**src/rtl/note_tone_gen.sv**
```systemverilog
// Square-wave tone generator: maps a note index to a half-period divisor, switches
// notes only on half-period boundaries and gates the high phase with a 4-level PWM.
module note_tone_gen #(
  parameter int CLK_HZ       = 5000000,
  parameter int OCTAVE_SHIFT = 0
) (
  input  logic       clk,
  input  logic       rst,
  input  logic [3:0] note,
  input  logic       speak,
  input  logic [1:0] vol,
  output logic       speaker,
  output logic       phase,
  output logic [3:0] cur_note,
  output logic       active
);

  if (OCTAVE_SHIFT < 0 || OCTAVE_SHIFT > 2 || CLK_HZ <= 0) begin : g_bad_param
    $error("note_tone_gen: OCTAVE_SHIFT must be 0..2 and CLK_HZ positive");
  end

  typedef enum logic {IDLE, PLAY} state_t;

  state_t      state_q, state_d;
  logic [13:0] hcnt_q, hcnt_d;
  logic [3:0]  note_q, note_d;
  logic        phase_q, phase_d;
  logic [3:0]  pwm_q;
  logic        speaker_q;
  logic        active_q;

  logic [3:0]  req;
  logic [13:0] half_per;
  logic        boundary;
  logic [4:0]  duty;
  logic        pwm_on;

  // Half-period in clock cycles at 5 MHz for chromatic C4..D5: round(2500000/f).
  function automatic logic [13:0] div_lut(input logic [3:0] n);
    case (n)
      4'd1:    div_lut = 14'd9556;
      4'd2:    div_lut = 14'd9019;
      4'd3:    div_lut = 14'd8513;
      4'd4:    div_lut = 14'd8035;
      4'd5:    div_lut = 14'd7584;
      4'd6:    div_lut = 14'd7159;
      4'd7:    div_lut = 14'd6757;
      4'd8:    div_lut = 14'd6378;
      4'd9:    div_lut = 14'd6020;
      4'd10:   div_lut = 14'd5682;
      4'd11:   div_lut = 14'd5363;
      4'd12:   div_lut = 14'd5062;
      4'd13:   div_lut = 14'd4778;
      4'd14:   div_lut = 14'd4510;
      4'd15:   div_lut = 14'd4257;
      default: div_lut = 14'd1;
    endcase
  endfunction

  assign req      = speak ? note : 4'd0;
  assign half_per = div_lut(note_q) >> OCTAVE_SHIFT;
  assign boundary = (hcnt_q == half_per - 14'd1);
  assign duty     = {1'b0, vol, 2'b00} + 5'd4;
  assign pwm_on   = ({1'b0, pwm_q} < duty);

  // Requests are only honoured at a half-period boundary so the wave never glitches;
  // leaving IDLE is the exception and starts immediately.
  always_comb begin
    state_d = state_q;
    hcnt_d  = hcnt_q;
    note_d  = note_q;
    phase_d = phase_q;
    case (state_q)
      IDLE: begin
        hcnt_d  = 14'd0;
        phase_d = 1'b0;
        if (req != 4'd0) begin
          note_d  = req;
          state_d = PLAY;
        end
      end
      PLAY: begin
        if (boundary) begin
          hcnt_d = 14'd0;
          if (req == 4'd0) begin
            phase_d = 1'b0;
            note_d  = 4'd0;
            state_d = IDLE;
          end else begin
            phase_d = ~phase_q;
            note_d  = req;
          end
        end else begin
          hcnt_d = hcnt_q + 14'd1;
        end
      end
      default: state_d = IDLE;
    endcase
  end

  always_ff @(posedge clk or posedge rst) begin
    if (rst) begin
      state_q   <= IDLE;
      hcnt_q    <= 14'd0;
      note_q    <= 4'd0;
      phase_q   <= 1'b0;
      pwm_q     <= 4'd0;
      speaker_q <= 1'b0;
      active_q  <= 1'b0;
    end else begin
      state_q   <= state_d;
      hcnt_q    <= hcnt_d;
      note_q    <= note_d;
      phase_q   <= phase_d;
      pwm_q     <= pwm_q + 4'd1;
      speaker_q <= phase_d & pwm_on;
      active_q  <= (note_d != 4'd0);
    end
  end

  assign speaker  = speaker_q;
  assign phase    = phase_q;
  assign cur_note = note_q;
  assign active   = active_q;

endmodule

```
**config.mk**
```make
export PLATFORM = sky130hd
export DESIGN_NAME = note_tone_gen
export DESIGN_NICKNAME = d
export VERILOG_FILES = /design/src/rtl/note_tone_gen.sv
export SDC_FILE = /design/constraint.sdc
export NUM_CORES = 1
export LEC_CHECK = 0
export BUFFER_PORTS_ARGS = -buffer_cell sky130_fd_sc_hd__buf_4
export CAP_MARGIN = 20
export CORE_UTILIZATION = 64
export DETAILED_ROUTE_END_ITERATION = 12
export PLACE_DENSITY = 0.9
export SLEW_MARGIN = 40
export SYNTH_ARGS = -nofsm -noshare
export SYNTH_HDL_FRONTEND = slang
export SYNTH_SLANG_ARGS = --single-unit
```
**constraint.sdc**
```tcl
create_clock -name clk -period 6.6 [get_ports clk]
set_input_delay 0.66 -clock clk [delete_from_list [all_inputs] [get_ports clk]]
set_output_delay 0.66 -clock clk [all_outputs]
set_load 0.01 [all_outputs]
```
**Word level (Yosys, flattened, before mapping)**

Memories as Yosys holds them, arrays and structs flattened.
Cells that the tools add are included.

- Latch bits: 0
- Bits in read-only memories: 224
- Memory bits (writable): 0
- Word-level logic and storage cells: 34
- Memories kept: 1
- Output and inout port bits: 7
- Flip-flop bits (word level): 26

- Bitwise gates (word level): 3
- Shifts and indexed selects: 0
- Divide/modulo/power cells: 0
- Reductions and logical operators: 3
- Equal/unequal tests: 1
- Multipliers: 0
- Mux-type cells: 14
- Add/subtract/negate cells: 4
- $lt $le $gt $ge: 1

Memory list:

| memory | depth | width | read ports | clocked after Yosys merged registers in | write ports | line | source |
|---|---|---|---|---|---|---|---|
| (name not given) | 16 | 14 | 1 | 0 | 0 | 40 | `case (n)` |

Operator list:

| cell | number |
|---|---|
| $pmux 14 s2 | 1 |
| $mux 4 | 4 |
| $add 14x1->14 const B | 1 |
| $eq 14x14->1 | 1 |
| $mux 14 | 1 |
| $sub 14x1->14 const B | 1 |
| $pmux 4 s2 | 1 |
| $reduce_bool 4->1 | 2 |
| $add 4x3->5 const B | 1 |
| $lt 4x5->1 | 1 |
| $mux 1 | 5 |
| $add 4x1->4 const B | 1 |
| $logic_not 4->1 | 1 |
| $pmux 1 s2 | 2 |
| $not 1->1 | 2 |
| $and 1x1->1 | 1 |

**Depth between registers and ports, before layout**

Gate-level depths: netlist (run 1).

- Word-level depth: 6
- Gate-level depth with buffers: 14
- Mapped depth without buffers: 13

**Worst setup path after synthesis (run 1)**

No wires, ideal clock.

- Path kind: reg2reg
- Start: register note_q[1] (netlist: cur_note[1])
- End: register phase_q (netlist: phase)
- Path buffers: 0
- Setup time: 0.077 ns
- Cell stages (with the launch flop): 13
- Required time: 6.523 ns
- Path slack: 3.466 ns
- Arrival time: 3.057 ns
- Path through: dfrtp_1 > inv_1 > ha_1 > nor2b_1 > or2_2 > ha_1 > xnor2_1 > xnor2_1 > nor4_1 > nand4_1 > a221o_1 > or4_1 > a21oi_1

- Cells in the longest elaborated chain, start to end: 5

Ends and longest elaborated chain:

| what | line | source |
|---|---|---|
| start, declared | 26 | `logic [3:0] note_q, note_d;` |
| start signal, assigned | 113 | `note_q <= note_d;` |
| $mem_v2 16x14 | - |  |
| $sub 14x1->14 | 62 | `assign boundary = (hcnt_q == half_per - 14'd1);` |
| $eq 14x14->1 | 62 |  |
| $mux 1 | 83 | `if (boundary) begin` |
| $pmux 1 s2 | 73 | `case (state_q)` |
| net phase_d | 27 | `logic phase_q, phase_d;` |
| end signal, assigned | 114 | `phase_q <= phase_d;` |
| end, declared | 27 |  |

The timed path passes the listed nets, and every way through them passes these cells.

**Final worst setup path (run 1)**

- Start: register note_q[1] (netlist: cur_note[1])
- End: register hcnt_q[12]

- Cells in the longest elaborated chain, start to end: 5

Ends and longest elaborated chain:

| what | line | source |
|---|---|---|
| $mem_v2 16x14 | - |  |
| $sub 14x1->14 | 62 |  |
| $eq 14x14->1 | 62 |  |
| $mux 14 | 83 |  |
| $pmux 14 s2 | 73 |  |
| net hcnt_d[12] | 25 | `logic [13:0] hcnt_q, hcnt_d;` |
| end signal, assigned | 112 | `hcnt_q <= hcnt_d;` |
| end, declared | 25 |  |

The timed path passes the listed nets, and every way through them passes these cells.

==> results of run 1 <==
==> where the power goes <==
group          switching (mW)  internal [mW]  leakage [nW]
Sequential             0.0455          0.186         0.331
Combinational           0.145          0.133         0.600
Clock                  0.0467         0.0614        0.0279
Total                   0.237          0.380         0.958
==> cell type report <==
cell class | count | area share, %
inverter | 18 | 3.17
clock inverter | 1 | 1.41
multi-input combinational | 167 | 56.4
timing repair buffer | 16 | 5.63
sequential | 26 | 30.5
tap | 31 | 1.82
clock buffer | 3 | 1.06
==> logic make-up (layout without fill, tap and decap cells) <==
| logic type | count (synthesis) | count (layout) |
|---|---|---|
| multiplexers | 8 | 8 |
| flip-flops | 26 | 26 |
| XOR/XNOR | 28 | 28 |
| AO/OA/AOI/OAI | 33 | 33 |
| buffers and inverters | 25 | 38 |
| AND/OR/NAND/NOR | 86 | 86 |
| adder cells (fa/ha/maj) | 12 | 12 |
==> worst reg2reg max path, cell delays in order, from the launching register on <==
cell	delay, ns
dfrtp_1	0.57
inv_1	0.17
ha_1	0.26
nor2b_1	0.15
o21ai_1	0.20
o211a_1	0.17
ha_1	0.17
inv_1	0.06
nand4bb_1	0.33
o2111ai_1	0.27
or3b_1	0.37
a31oi_1	0.28
o21ai_1	0.22
buf_4	0.24
nor2_1	0.13
==> worst paths after layout <==
| path | endpoint | slack, ns | from | cells past startpoint |
|---|---|---|---|---|
| worst max-delay path | hcnt_q[12] | 2.94 | cur_note[1] | 14 |
| worst min-delay path | hcnt_q[8] | 0.34 | rst | 2 |
| worst max register to register | hcnt_q[12] | 2.94 | cur_note[1] | 14 |
| worst min register to register | pwm_q[0] | 0.47 | pwm_q[0] | 1 |
| max in group asynchronous | hcnt_q[2] | 5.90 | rst | 2 |
| min in group clk | pwm_q[0] | 0.47 | pwm_q[0] | 1 |
==> per-stage QoR <==
step / setup slack [ns] / power [mW] / hold WS (ns) / utilization, %
2_1_floorplan: 3.47 / 0.449 / 0.422 / -
6_report: 2.94 / 0.617 / 0.344 / 75.4
3_5_place_dp: 3.06 / 0.504 / 0.448 / 73.6
5_1_grt: 2.60 / 0.662 / 0.385 / 75.4
4_1_cts: 2.98 / 0.615 / 0.363 / 75.4
3_3_place_gp: 3.14 / 0.498 / 0.444 / 73.6
==> layer usage <==
| layer | global-route usage [%] | wire, um | up-vias |
|---|---|---|---|
| met5 | 0 | 0 | - |
| met4 | 8.36 | 36 | 0 |
| met3 | 2.72 | 142 | 5 |
| met2 | 42.5 | 1730 | 41 |
| met1 | 37.4 | 1840 | 769 |
| li1 | - | - | 789 |
==> synth_stat cells, types with 3 or more instances <==
cell	count
inv_1	17
buf_6	3
o2bb2ai_1	5
xor2_1	12
a21oi_1	4
nor4_1	3
nand2b_1	4
o21ai_0	5
nor2_1	25
and2_1	5
or4_1	3
dfrtp_1	26
nor3_1	5
nand4_1	4
nand3_1	9
ha_1	12
mux4_2	3
mux2i_1	4
clkbuf_1	3
xnor2_1	15
nor2b_1	4
nand2_1	14
==> sequential cells by signal, summed over array words and instances, names as in the netlist <==
register  count
active        1
cur_note      4
hcnt_q       14
phase         1
pwm_q         4
speaker       1
state_q       1
==> summary.md, run 1 <==
| Metric | Value |
|---|---|
| Status | complete, but fails checks |
| Failing checks | DRC |
| Vias per inst | roughly 6.1 |
| Fmax | 0.274 GHz |
| RSZ-0062 raised after global routing | false |
| Reg clk slew, reported paths | 0.15 ns |
| Drt drc | 2 |
| Crit path DAT | 3.91 ns |
| Starting Density | 69.7% |
| Via count | 1604 |
| Clock Latency Late Sink | 0.33 ns |
| Post-synthesis mux area share | between 6 and 7% |
| CTS tree | built |
| Crit start category | flip-flop |
| Grt ovf | 0 |
| Post-Syn Area | 0.00197 sq mm |
| HP Class | input port to asynchronous set/reset pin |
| Register area | 651 sq um |
| Area of the multi-input gates | 0.00120 sq mm |
| Main synth FF type | dfrtp_1 |
| H-tree depth | 1 |
| Fillcell total | 206 |
| Post_cts resized | 0 |
| Worst path required time | 6.85 ns |
| CP Cell Sequence | inv_1 -> ha_1 -> nor2b_1 -> o21ai_1 -> o211a_1 -> ha_1 -> inv_1 -> nand4bb_1 -> o2111ai_1 -> or3b_1 -> a31oi_1 -> o21ai_1 -> buf_4 -> nor2_1 |
| Relative slew slack | 49.8% |
| Vias in the first global route | about 1600 |
| Share of layout cells above drive strength 1 | 12.6% |
| Syn avg cell area | a little over 9 sq um |
| # diodes | 0 |
| Worst Setup End Kind | flip-flop |
| Worst Setup Path Type | flip-flop to flip-flop |
| PD cells | slightly below 300 mW/mm^2 |
| # clock sinks | 26 |
| Largest net degree at the start of global routing | 28 |
| DIE AREA | 0.00331 sq mm |
| Yosys top cell by area | dfrtp_1 |
| # rows | 19 |
| Buffers added on ports | 15 |
| Dpl cell area | 0.00208 sq mm |
| Total number of yosys warnings | 0 |
| Largest stage delay, worst path | 0.57 ns |
| Critical Path Fanout Max | 15 |
| CTS Buf Count | 3 |
| DRT Pass-1 Iters | 8 |
| Simple-gate share of the synthesized area | 22.6% |
| Die Y | 57.5 um |
| Final period util | 55.4% |
| Mapped Nets | 239 |
| Area grow syn2layout | 8.19% |
| Buf/Inv on CP | 3 |
| # setup viols final | 0 |
| Cell Count, Final, Fillers Out | 262 |
| Clk_skew | roughly 0.018 ns |
| Yosys cell types | 48 |
| Die width | between 50 and 60 um |
| Largest family of logic cells by synthesized area | simple AND/OR/NAND/NOR gates |
| Initial DRC Count | 117 |
| Post-synth EDFFs | 0 |
| Antenna Nets Post-Route | 0 |
| Min Clock Period, post-route | 3.66 ns |
| HPWL after detailed placement | roughly 2800 um |
| Placed Instances | 258 |
| Commonest non-fill, non-tap cells in the layout | 26 x dfrtp_1, 25 x nor2_1, 16 x inv_1, 16 x buf_4, 15 x xnor2_1 |
| Least-Margin Pin Slew | between 0.7 and 0.8 ns |
| Synth Register Bits | 26 |
| Peak VDD IR | approximately 0.22 mV |
| All-Layer GR Usage | 26.4% |
| Synth Area in XOR/XNOR | 12.8% |
| Final Max Slew Viols | 0 |
| CTS Buffer Depth | 2 |
| Max_cap viols | 0 |
| Routed WL | 3750 um |
| Setup Fix Bufs, Post-CTS | 0 |
| P_leak | 0.958 nW |
| Crit-path leading delay family | compound AO/OA/AOI/OAI gates |
| Seq/Total Area, Yosys | roughly a third |
| Net count, final | 253 |
| Clk root buf | clkbuf_4 |
| I/O pin cnt | 16 |
| Core region area | 0.00283 sq mm |
| Synth Area in Compound Gates | 12.0% |
| First-pass GRT wire length | 6790 um |
| Final hold viol count | 0 |
| Layout Cell Area excl Fill | between 0.002 and 0.0025 sq mm |
| Slowest cell on crit path | dfrtp_1 |
| GPL Wtd Cong | 0.931 |
| Synthesized-area fraction occupied by adder cells | 7.61% |
| Asr flop ratio synth | 100% |
| Commonest non-fill, non-tap cell in the layout | dfrtp_1 |
| WL/cell | 14.3 um |
| Top-area cell type share of the netlist area | 33.0% |
| Synthesized instance count | roughly 220 |
| Top post-synthesis cells by area | dfrtp_1 33%, ha_1 7.6%, xnor2_1 6.7% |
| Post-CTS Hold Fix Bufs | 0 |
| Setup TNS | 0 ns |
| Initial antenna violation count | 0 |
Note: power is estimated with default switching activity, not from simulation.
==> run 2, diff against run 1 <==
--- a/config.mk
+++ b/config.mk
@@ -7,9 +7,9 @@
 export LEC_CHECK = 0
 export BUFFER_PORTS_ARGS = -buffer_cell sky130_fd_sc_hd__buf_4
 export CAP_MARGIN = 20
-export CORE_UTILIZATION = 64
+export CORE_UTILIZATION = 54
 export DETAILED_ROUTE_END_ITERATION = 12
-export PLACE_DENSITY = 0.9
+export PLACE_DENSITY = 0.82
 export SLEW_MARGIN = 40
 export SYNTH_ARGS = -nofsm -noshare
 export SYNTH_HDL_FRONTEND = slang
==> constraint.sdc (replaced) <==
create_clock -name clk -period 3.3 [get_ports clk]
set_input_delay 0.33 -clock clk [delete_from_list [all_inputs] [get_ports clk]]
set_output_delay 0.33 -clock clk [all_outputs]
set_load 0.01 [all_outputs]
==> run 2 against run 1 <==
Net effect: the flow now finishes without violations; global-route usage fell by 4.1 points; sequential share of layout area fell by 1.7 points; first-iteration DRC count fell by 21%; sequential cell count did not move; combinational power rose by 130%; wire length rose by 8.1%; clock power rose by 100%; clock skew fell by 0.0031 ns; die area rose by 18%; critical endpoint is now speaker; cell count rose by 8.0%; utilization fell by 9.0 points; worst hold slack got worse by 0.33 ns.
==> summary.md, run 2 (synthesis results as in run 1) <==
| Metric | Value |
|---|---|
| I/O pin cnt | 16 |
| Worst Setup End Kind | flip-flop |
| Buffers added on ports | 15 |
| Worst path required time | 3.57 ns |
| HP Class | input port to asynchronous set/reset pin |
| # rows | 21 |
| Min Clock Period, post-route | 3.12 ns |
| CTS tree | built |
| Area grow syn2layout | 15.0% |
| HPWL after detailed placement | roughly 3000 um |
| H-tree depth | 1 |
| Post-route worst setup slack | 0.182 ns |
| Clock Latency Late Sink | 0.33 ns |
| Status | finished, final reports clean |
| Routed WL | a little over 4000 um |
| Vias in the first global route | 1508 |
| CTS Buf Count | 3 |
| Crit start category | flip-flop |
| PD cells | 570 mW/mm^2 |
| Drt drc | 0 |
| Initial antenna violation count | 0 |
| Peak VDD IR | 0.403 mV |
| Starting Density | 57.7% |
| Relative slew slack | between 60% and 70% |
| Max_cap viols | 0 |
| Crit path DAT | 3.39 ns |
| # diodes | 0 |
| Largest net degree at the start of global routing | 27 |
| Commonest non-fill, non-tap cells in the layout | 24 x nor2_1, 24 x dfrtp_1, 22 x buf_4 |
| Final Max Slew Viols | 0 |
| Setup Fix Bufs, Post-CTS | 0 |
| Pre-CTS setup slack | -0.00115 ns |
| P_leak | ~1 nW |
| Fillcell total | around 290 |
| Final period util | a little over nine tenths |
| Core region area | 0.00342 sq mm |
| Vias per inst | 5.62 |
| DIE AREA | 0.00390 sq mm |
| Fmax | approximately 0.32 GHz |
| First-pass GRT wire length | 6830 um |
| Cell Count, Final, Fillers Out | 283 |
| Antenna Nets Post-Route | 0 |
| CTS Buffer Depth | 2 |
| Placed Instances | around 280 |
| Grt ovf | 0 |
| Least-Margin Pin Slew | 0.515 ns |
| All-Layer GR Usage | 22.2% |
| # clock sinks | 26 |
| Initial DRC Count | 92 |
| Net count, final | 259 |
| GPL Wtd Cong | a little over 0.9 |
| Final hold viol count | 0 |
| Clk_skew | 0.0147 ns |
| Hold Slack | 0.0166 ns |
| Clk root buf | clkbuf_4 |
| Critical Path Fanout Max | 6 |
| # setup viols final | 0 |
| Worst Setup Path Type | flip-flop to flip-flop |
| DRT Pass-1 Iters | 4 |
| WL/cell | 14.3 um |
| Die Y | 62.4 um |
| Share of layout cells above drive strength 1 | 20.3% |
| Largest register FFs | 14 |
| Final Power | 1.29 mW |
| Die width | 62.4 um |
| Top reg by flops | hcnt_q |
| Reg clk slew, reported paths | 0.15 ns |
| Via count | 1590 |
[run 2: cell count changes in the layout (fill, tap and decap cells not counted), moves of 2 or more]
cell	before	now
ha_1	12	10
buf_4	16	22
dfrtp_2	0	2
dfrtp_1	26	24
ha_2	0	2
[run 2: critical path, cell delays in order (launching register included)]
cell	delay [ns]
dfrtp_2	0.44
inv_1	0.09
ha_2	0.37
inv_1	0.05
mux4_2	0.53
xnor2_2	0.23
and3_1	0.19
mux2i_1	0.08
a221o_1	0.41
or4_1	0.52
a21oi_1	0.15
[run 2: path summary, 6_finish.rpt]
check                            startpoint           to  slack, ns  cells past startpoint
worst max-delay path            cur_note[0]      speaker       0.18                     10
worst min-delay path                    rst    hcnt_q[9]       0.02                      2
worst max register to register  cur_note[0]      speaker       0.18                     10
worst min register to register     pwm_q[0]     pwm_q[0]       0.46                      1
max in group asynchronous               rst  cur_note[3]       2.90                      2
min in group clk                    note[3]      state_q       0.26                      3
[run 2: through the flow]
step	instance area, sq um	setup TNS [ns]	util, %
floorplan	1970	0	-
global placement	2140	0	62.8
detailed placement	2140	-0.00115	62.8
CTS	2210	0	64.7
global route	2270	-0.000615	66.4
finish	2270	0	66.4
[run 2: layer usage]
layer	track usage, %	share of wire, %	up-vias
met5	0	0	-
met1	31.0	50	767
met2	34.1	46	19
met4	10.5	1.7	0
met3	3.10	1.7	6
li1	-	-	798
[run 2: repair_timing]
| item | CTS | global route |
|---|---|---|
| endpoints found under the setup margin | 6 | 22 |
| resized for setup | 2 | 13 |
| pin swaps | 0 | 3 |
| hold buffers | 0 | 0 |
| endpoints found under the hold margin | 0 | 0 |
[run 2: layout make-up]
class                      count  area, sq um  area share (%)
sequential                    26          653            28.8
timing repair buffer          22          165            7.28
clock buffer                   3         22.5           0.993
clock inverter                 1         30.0            1.32
inverter                      18         67.6            2.98
tap                           46         57.6            2.54
multi-input combinational    167         1270            56.1
[run 2: where the power goes]
part	total [mW]	internal [mW]	switching [mW]
logic	0.625	0.294	0.331
clock network	0.219	0.123	0.0965
registers	0.449	0.373	0.0764
total	1.29	0.790	0.503
